## config.mk

```make
export PLATFORM = sky130hd
export DESIGN_NAME = axi_bus_arbiter
export DESIGN_NICKNAME = d
export VERILOG_FILES = /design/src/rtl/axi_bus_arbiter.sv
export SDC_FILE = /design/constraint.sdc
export NUM_CORES = 1
export LEC_CHECK = 0
export CORE_AREA = 2 2 152 154
export DETAILED_ROUTE_END_ITERATION = 12
export DIE_AREA = 0 0 154 156
export GPL_TIMING_DRIVEN = 0
export PLACE_DENSITY = 0.58
export SETUP_SLACK_MARGIN = 0.2
export SYNTH_ARGS = -nofsm -noshare
export SYNTH_HDL_FRONTEND = slang
export SYNTH_SLANG_ARGS = --single-unit
```

## constraint.sdc

```tcl
create_clock -name clk -period 2.5 [get_ports clk]
set_input_delay 0.25 -clock clk [delete_from_list [all_inputs] [get_ports clk]]
set_output_delay 0.25 -clock clk [all_outputs]
set_load 0.005 [all_outputs]
```

## src/rtl/axi_bus_arbiter.sv

```systemverilog
// Two-port blocking requester arbiter onto a single AXI3 master port.
// One granted request at a time becomes an AR/R read or an AW/W/B write burst.
module axi_bus_arbiter #(
  parameter logic [3:0] AXI_ID = 4'b0000
) (
  input  logic        clk,
  input  logic        reset,
  input  logic [1:0]  req_valid,
  input  logic [1:0]  req_is_write,
  input  logic [63:0] req_addr,
  input  logic [5:0]  req_size,
  input  logic [7:0]  req_len,
  input  logic [7:0]  req_strobe,
  input  logic [63:0] req_data,
  output logic [1:0]  resp_ready,
  output logic [1:0]  resp_last,
  output logic [31:0] resp_data,
  output logic        bus_error,
  output logic [3:0]  arid,
  output logic [31:0] araddr,
  output logic [3:0]  arlen,
  output logic [2:0]  arsize,
  output logic [1:0]  arburst,
  output logic [1:0]  arlock,
  output logic [3:0]  arcache,
  output logic [2:0]  arprot,
  output logic        arvalid,
  input  logic        arready,
  input  logic [31:0] rdata,
  input  logic [1:0]  rresp,
  input  logic        rlast,
  input  logic        rvalid,
  output logic        rready,
  output logic [3:0]  awid,
  output logic [31:0] awaddr,
  output logic [3:0]  awlen,
  output logic [2:0]  awsize,
  output logic [1:0]  awburst,
  output logic [1:0]  awlock,
  output logic [3:0]  awcache,
  output logic [2:0]  awprot,
  output logic        awvalid,
  input  logic        awready,
  output logic [3:0]  wid,
  output logic [31:0] wdata,
  output logic [3:0]  wstrb,
  output logic        wlast,
  output logic        wvalid,
  input  logic        wready,
  input  logic [1:0]  bresp,
  input  logic        bvalid,
  output logic        bready
);

  localparam logic [2:0] S_IDLE = 3'd0;
  localparam logic [2:0] S_AR   = 3'd1;
  localparam logic [2:0] S_R    = 3'd2;
  localparam logic [2:0] S_AW   = 3'd3;
  localparam logic [2:0] S_W    = 3'd4;
  localparam logic [2:0] S_B    = 3'd5;

  logic [2:0]  r_state;
  logic        r_grant;
  logic        r_last_grant;
  logic [3:0]  r_cnt;
  logic [31:0] r_addr;
  logic [2:0]  r_size;
  logic [3:0]  r_len;

  logic        w_pick;
  logic        w_wlast;

  // Round-robin only matters when both ports are pending.
  assign w_pick  = (req_valid == 2'b11) ? ~r_last_grant : req_valid[1];
  assign w_wlast = (r_cnt == r_len);

  always_ff @(posedge clk) begin
    if (reset) begin
      r_state      <= S_IDLE;
      r_grant      <= 1'b0;
      r_last_grant <= 1'b1;
      r_cnt        <= 4'd0;
    end else begin
      case (r_state)
        S_IDLE: if (|req_valid) begin
          r_grant      <= w_pick;
          r_last_grant <= w_pick;
          r_state      <= req_is_write[w_pick] ? S_AW : S_AR;
        end
        S_AR: if (arready) r_state <= S_R;
        S_R:  if (rvalid && rlast) r_state <= S_IDLE;
        S_AW: if (awready) begin
          r_state <= S_W;
          r_cnt   <= 4'd0;
        end
        S_W: if (wready) begin
          if (w_wlast) r_state <= S_B;
          else         r_cnt   <= r_cnt + 4'd1;
        end
        S_B:  if (bvalid) r_state <= S_IDLE;
        default: r_state <= S_IDLE;
      endcase
    end
  end

  // NOTE: request latches are pure datapath, only read after a grant loads them, so no reset.
  always_ff @(posedge clk) begin
    if (r_state == S_IDLE && |req_valid) begin
      r_addr <= w_pick ? req_addr[63:32]  : req_addr[31:0];
      r_size <= w_pick ? req_size[5:3]    : req_size[2:0];
      r_len  <= w_pick ? req_len[7:4]     : req_len[3:0];
    end
  end

  assign arid    = AXI_ID;
  assign araddr  = r_addr;
  assign arlen   = r_len;
  assign arsize  = r_size;
  assign arburst = 2'b01;
  assign arlock  = 2'b00;
  assign arcache = 4'd0;
  assign arprot  = 3'd0;
  assign arvalid = (r_state == S_AR);
  assign rready  = (r_state == S_R);

  assign awid    = AXI_ID;
  assign awaddr  = r_addr;
  assign awlen   = r_len;
  assign awsize  = r_size;
  assign awburst = 2'b01;
  assign awlock  = 2'b00;
  assign awcache = 4'd0;
  assign awprot  = 3'd0;
  assign awvalid = (r_state == S_AW);

  assign wid     = AXI_ID;
  assign wdata   = r_grant ? req_data[63:32] : req_data[31:0];
  assign wstrb   = r_grant ? req_strobe[7:4] : req_strobe[3:0];
  assign wlast   = w_wlast;
  assign wvalid  = (r_state == S_W);
  assign bready  = (r_state == S_B);

  // NOTE: every output written here gets a default first, so no latches are inferred.
  always_comb begin
    resp_ready = 2'b00;
    resp_last  = 2'b00;
    resp_data  = 32'd0;
    bus_error  = 1'b0;
    case (r_state)
      S_R: begin
        resp_data = rdata;
        if (rvalid) begin
          resp_ready[r_grant] = 1'b1;
          resp_last[r_grant]  = rlast;
          bus_error           = (rresp != 2'b00);
        end
      end
      S_W: if (wready && !w_wlast) resp_ready[r_grant] = 1'b1;
      S_B: if (bvalid) begin
        resp_ready[r_grant] = 1'b1;
        resp_last[r_grant]  = 1'b1;
        bus_error           = (bresp != 2'b00);
      end
      default: ;
    endcase
  end

endmodule
```

==> Yosys cells after proc, flatten, opt, wreduce, memory -nomap -nowiden <==
Index checks and enable logic that the tools add are counted.
{ "classes": {"magnitude_cmp": 3, "div_mod_pow": 0, "add_sub_neg": 1, "n_mul": 0, "n_reduce_logical": 13, "mux": 33, "n_eq_ne": 15, "bitwise_logic": 2, "shift": 0} }
{ "op_table": {"columns": ["cell", "count"], "rows": [
  ["$mux 32", 3],
  ["$mux 3", 8],
  ["$mux 4", 5],
  ["$pmux 3 s6", 1],
  ["$ne 2x1->1 const B", 6],
  ["$mux 2", 5],
  ["$pmux 4 s2", 1],
  ["$reduce_and 7->1", 1],
  ["$eq 3x2->1 const B", 2],
  ["$eq 3x3->1 const B", 2],
  ["$mux 1", 6],
  ["$pmux 2 s3", 1],
  ["$reduce_bool 2->1", 3],
  ["$add 4x1->4 const B", 1],
  ["$eq 4x4->1", 1],
  ["$logic_and 1x1->1", 4],
  ["$lt 1x2->1 const B", 2],
  ["$ne 2x2->1 const B", 2],
  ["$pmux 2 s2", 1],
  ["$reduce_and 4->1", 1],
  ["$eq 3x1->1 const B", 1],
  ["$logic_not 3->1", 1],
  ["$and 2x2->2", 1],
  ["$eq 2x2->1 const B", 1],
  ["other kinds (7)", 7]
]} }
{ "totals": {"input_bits": 198, "elab_cells": 74, "mem_bits_ro": 0, "mem_count": 0, "out_inout_bits": 191, "ram_bits": 0, "latch_bits": 0, "regBits": 48} }

==> Depth between registers and ports, before layout <==
{ "logic_depth": {"word_depth": 7, "ltp_mapped": 5, "mapped_depth_nobuf": 5} }

==> Worst setup path before layout <==
OpenSTA, ideal clock, no wires.
{ "synth_path": {"path_type": "register -> register", "startpoint": "register r_state[0]", "endpoint": "register r_addr[0] (netlist: araddr[0]) (enable)", "t_required_ps": 2107, "path_slack_ps": 376, "path_buffers": 1, "setup_time_ps": 393, "stages_incl_launch_ff": 5, "t_arrival_ps": 1730, "synth_period_minus_slack_ps": 2124, "path_cell_list": "dfxtp_1 buf_6 nor3_1 o21ai_0 inv_1"} }
{ "synth_between": {"elab_chain_len": 2} }
{ "synth_lines": {"columns": ["element", "line_no", "source"], "rows": [
  ["start: declaration", "62", "logic [2:0] r_state;"],
  ["start signal: assignment", "88", "r_state <= req_is_write[w_pick] ? S_AW : S_AR;"],
  ["$logic_not 3->1", "108", "if (r_state == S_IDLE && |req_valid) begin"],
  ["$logic_and 1x1->1", "108", null],
  ["end signal: assignment", "109", "r_addr <= w_pick ? req_addr[63:32] : req_addr[31:0];"],
  ["end: declaration", "66", "logic [31:0] r_addr;"]
]} }
No other way between the ends.
A chain may end at the register's enable or synchronous reset.

==> Final worst setup path <==
{ "layout_path": {"startpoint": "register r_state[0]", "endpoint": "output port resp_data[12]"} }
{ "layout_between": {"elab_chain_len": 2} }
{ "layout_lines": {"columns": ["element", "line_no", "source"], "rows": [
  ["$eq 3x2->1", "149", "case (r_state)"],
  ["$mux 32", "149", null],
  ["end: declaration", "17", "output logic [31:0] resp_data,"]
]} }
No other way between the ends.

==> flow_summary.toml <==
[power_and_ir_drop]
p_leak_nw = 3.16
power_mw = 5.21
ir_worst_vdd_mv = 0.287
powerDensity_nw_per_um2 = 664

[synth]
synth_flop_cell = "edfxtp_1"
synth.distinct_cells = 48
netlist_area_sq_um = 3560
ys_warn_count = 0
synthTopCellsByArea = "edfxtp_1 33%, mux2_2 24%, buf_4 15%"
yosys.area.top_type = "edfxtp_1"
ys_seq_elements = 48
async_reset_ff_share_pct = 0
synth_edf_count = 39
synthCells = 321
synth_top_area_share_pct = 32.9
syn_avg_cell_area_sq_um = 11.1
ys_seq_area_share_pct = 37.9

[global_route]
grt_usage_pct = 11.7
antenna_found_initial = 0
grt_max_degree = 24
grt_pass1_wl_mm = 21.6
overflow = 0
grt_pass1_vias = 3636

[sta]
fin_crit_ps = 2200
fin_crit_sh_pct = 87.9
drv_slew = 0
setup-tns-final_ps = 0
worstMarginPinSlew_ps = 520
setup_ws_ps = 303
rsz0062_at_grt = "true"
skew_ps = 6.23
hold_viol = 0
fmax_mhz = 455
slew_headroom_pct = 65.2
setup_viol = 0

[floorplan]
coreArea_sq_um = 22400
die_w_um = 154
die_area_sq_um = 24000
die-height_um = 156
start_util_pct = 15.9
rows = 55
io_pins = 389

[clock_tree]
tritoncts = "built"
cts_buffer_depth = 2
htreeDepth = 2
clock-root-buffer = "clkbuf_16"
cts_buffers = 5
cts_sinks = 48
path_clk_slew_ps = 70
ctsHoldBuffers = 0
clock_latency_ps = 300

[outcome]
outcome = "completed"

[setup_path]
worstPathRequired_ps = 2250
crit_path_end_kind = "primary output"
critPathArrivalTime_ps = 1950
cp-start-kind = "flip-flop"
path_class = "reg2out"
path_max_fanout = 10

[finish]
utilization_pct = 35.1
regArea_sq_um = 1360
final_cell_mix = "347 x clkdlybuf4s50_1, 80 x buf_4, 76 x mux2_2"
syn2layout_area_growth_pct = 121
fillers = 2316
n_antenna_cell = 0
multi_input_area_sq_um = 1710
drive_above_1_share_pct = 27.3
finalNonFillerCells = 1003
final_common_cell = "clkdlybuf4s50_1"
nets = 916

[route]
ant_nets = 0
dr.first_iter.drc_count = 161
dr_total_vias = 3636
vias_per_cell = 3.63
drc_errors = 0
routed_wirelength_mm = 15.2
dr.pass1.iters = 4
routedWlPerCell_um = 15.2

[place]
port_buffers = 353
place_ws_ps = 18.3
hpwl_mm = 12.8
gp_congestion = 0.728
dp_cells = 992

[worst_hold_path]
hp-class = "in2reg"

[run]
maxCapViolations = 0
[flip-flops by register name, indices dropped and copies added, names as in the netlist]
| signal | count |
|---|---|
| r_grant | 1 |
| arsize | 3 |
| r_last_grant | 1 |
| r_cnt | 4 |
| r_state | 3 |
| araddr | 32 |
| arlen | 4 |
[final cells by class]
type | count | share of cell area [%]
Timing Repair Buffer | 357 | 45.8
Tap cell | 285 | 4.54
Inverter | 7 | 0.334
Clock inverter | 3 | 0.223
Buffer | 89 | 8.52
Multi-Input combinational cell | 209 | 21.8
Clock buffer | 5 | 1.59
Sequential cell | 48 | 17.3
[final timing paths]
check / start / end / slack (ps) / cells after the start
setup / recovery: r_state[0] / resp_data[12] / 300 / 6
hold / removal: reset / r_state[2] / 320 / 2
setup reg to reg: r_state[1] / araddr[8] / 490 / 5
hold reg to reg: r_cnt[2] / r_cnt[2] / 530 / 2
[through the flow]
step | hold slack (ps) | area [sq um]
floorplan | 387 | 3680
global placement | 494 | 7570
detailed placement | 519 | 7590
CTS | 308 | 7790
global route | 329 | 7860
finish | 322 | 7860
[where the power goes]
group	leakage (nW)	internal [mW]	switching, mW	total [mW]
Combinational	2.63	2.07	1.05	3.12
Sequential	0.453	1.22	0.179	1.40
Clock	0.0716	0.371	0.328	0.698
Total	3.16	3.66	1.55	5.21
[critical path, cell delays in order, from the launching register on]
cell             delay (ps)
dfxtp_4                 380
buf_6                   150
nor3_4                  180
buf_6                   150
clkbuf_8                160
and2_1                  130
clkdlybuf4s50_1         490
[synth_stat cells (all sizes together), types with 3 or more instances]
library cell	n
a21oi	5
and3	3
nor3	3
nor3b	4
o21ai	4
buf	84
dfxtp	9
and2	32
a31oi	3
inv	7
clkbuf	5
edfxtp	39
xnor2	4
nor2	5
mux2	77
nand2	9
[what timing repair did]
item                                    4_1_cts  5_1_grt
endpoints found under the hold margin         0        0
setup buffers                                 2        1
endpoints found under the setup margin       40       59
pin swaps                                     2        1
gates resized for setup                      13       28
[layer usage]
| metal | global-route usage, % | up-vias | routed length (um) |
|---|---|---|---|
| li1 | - | 1809 | - |
| met1 | 14.3 | 1644 | 6280 |
| met2 | 20.5 | 178 | 7630 |
| met3 | 3.39 | 5 | 1160 |
| met4 | 2.67 | 0 | 138 |
| met5 | 0 | - | 0 |
[cell families (layout without fill, tap and decap cells)]
group	count (synthesis)	in the layout	synth area share, %
XOR/XNOR	4	4	0.983
adder cells (fa/ha/maj)	1	1	0.351
other	2	34	0.211
flip-flops	48	48	37.9
AO/OA/AOI/OAI	27	27	5.69
buffers and inverters	96	461	18.5
AND/OR/NAND/NOR	65	65	11.7
multiplexers	78	78	24.6
(Power assumes the default switching activity.)
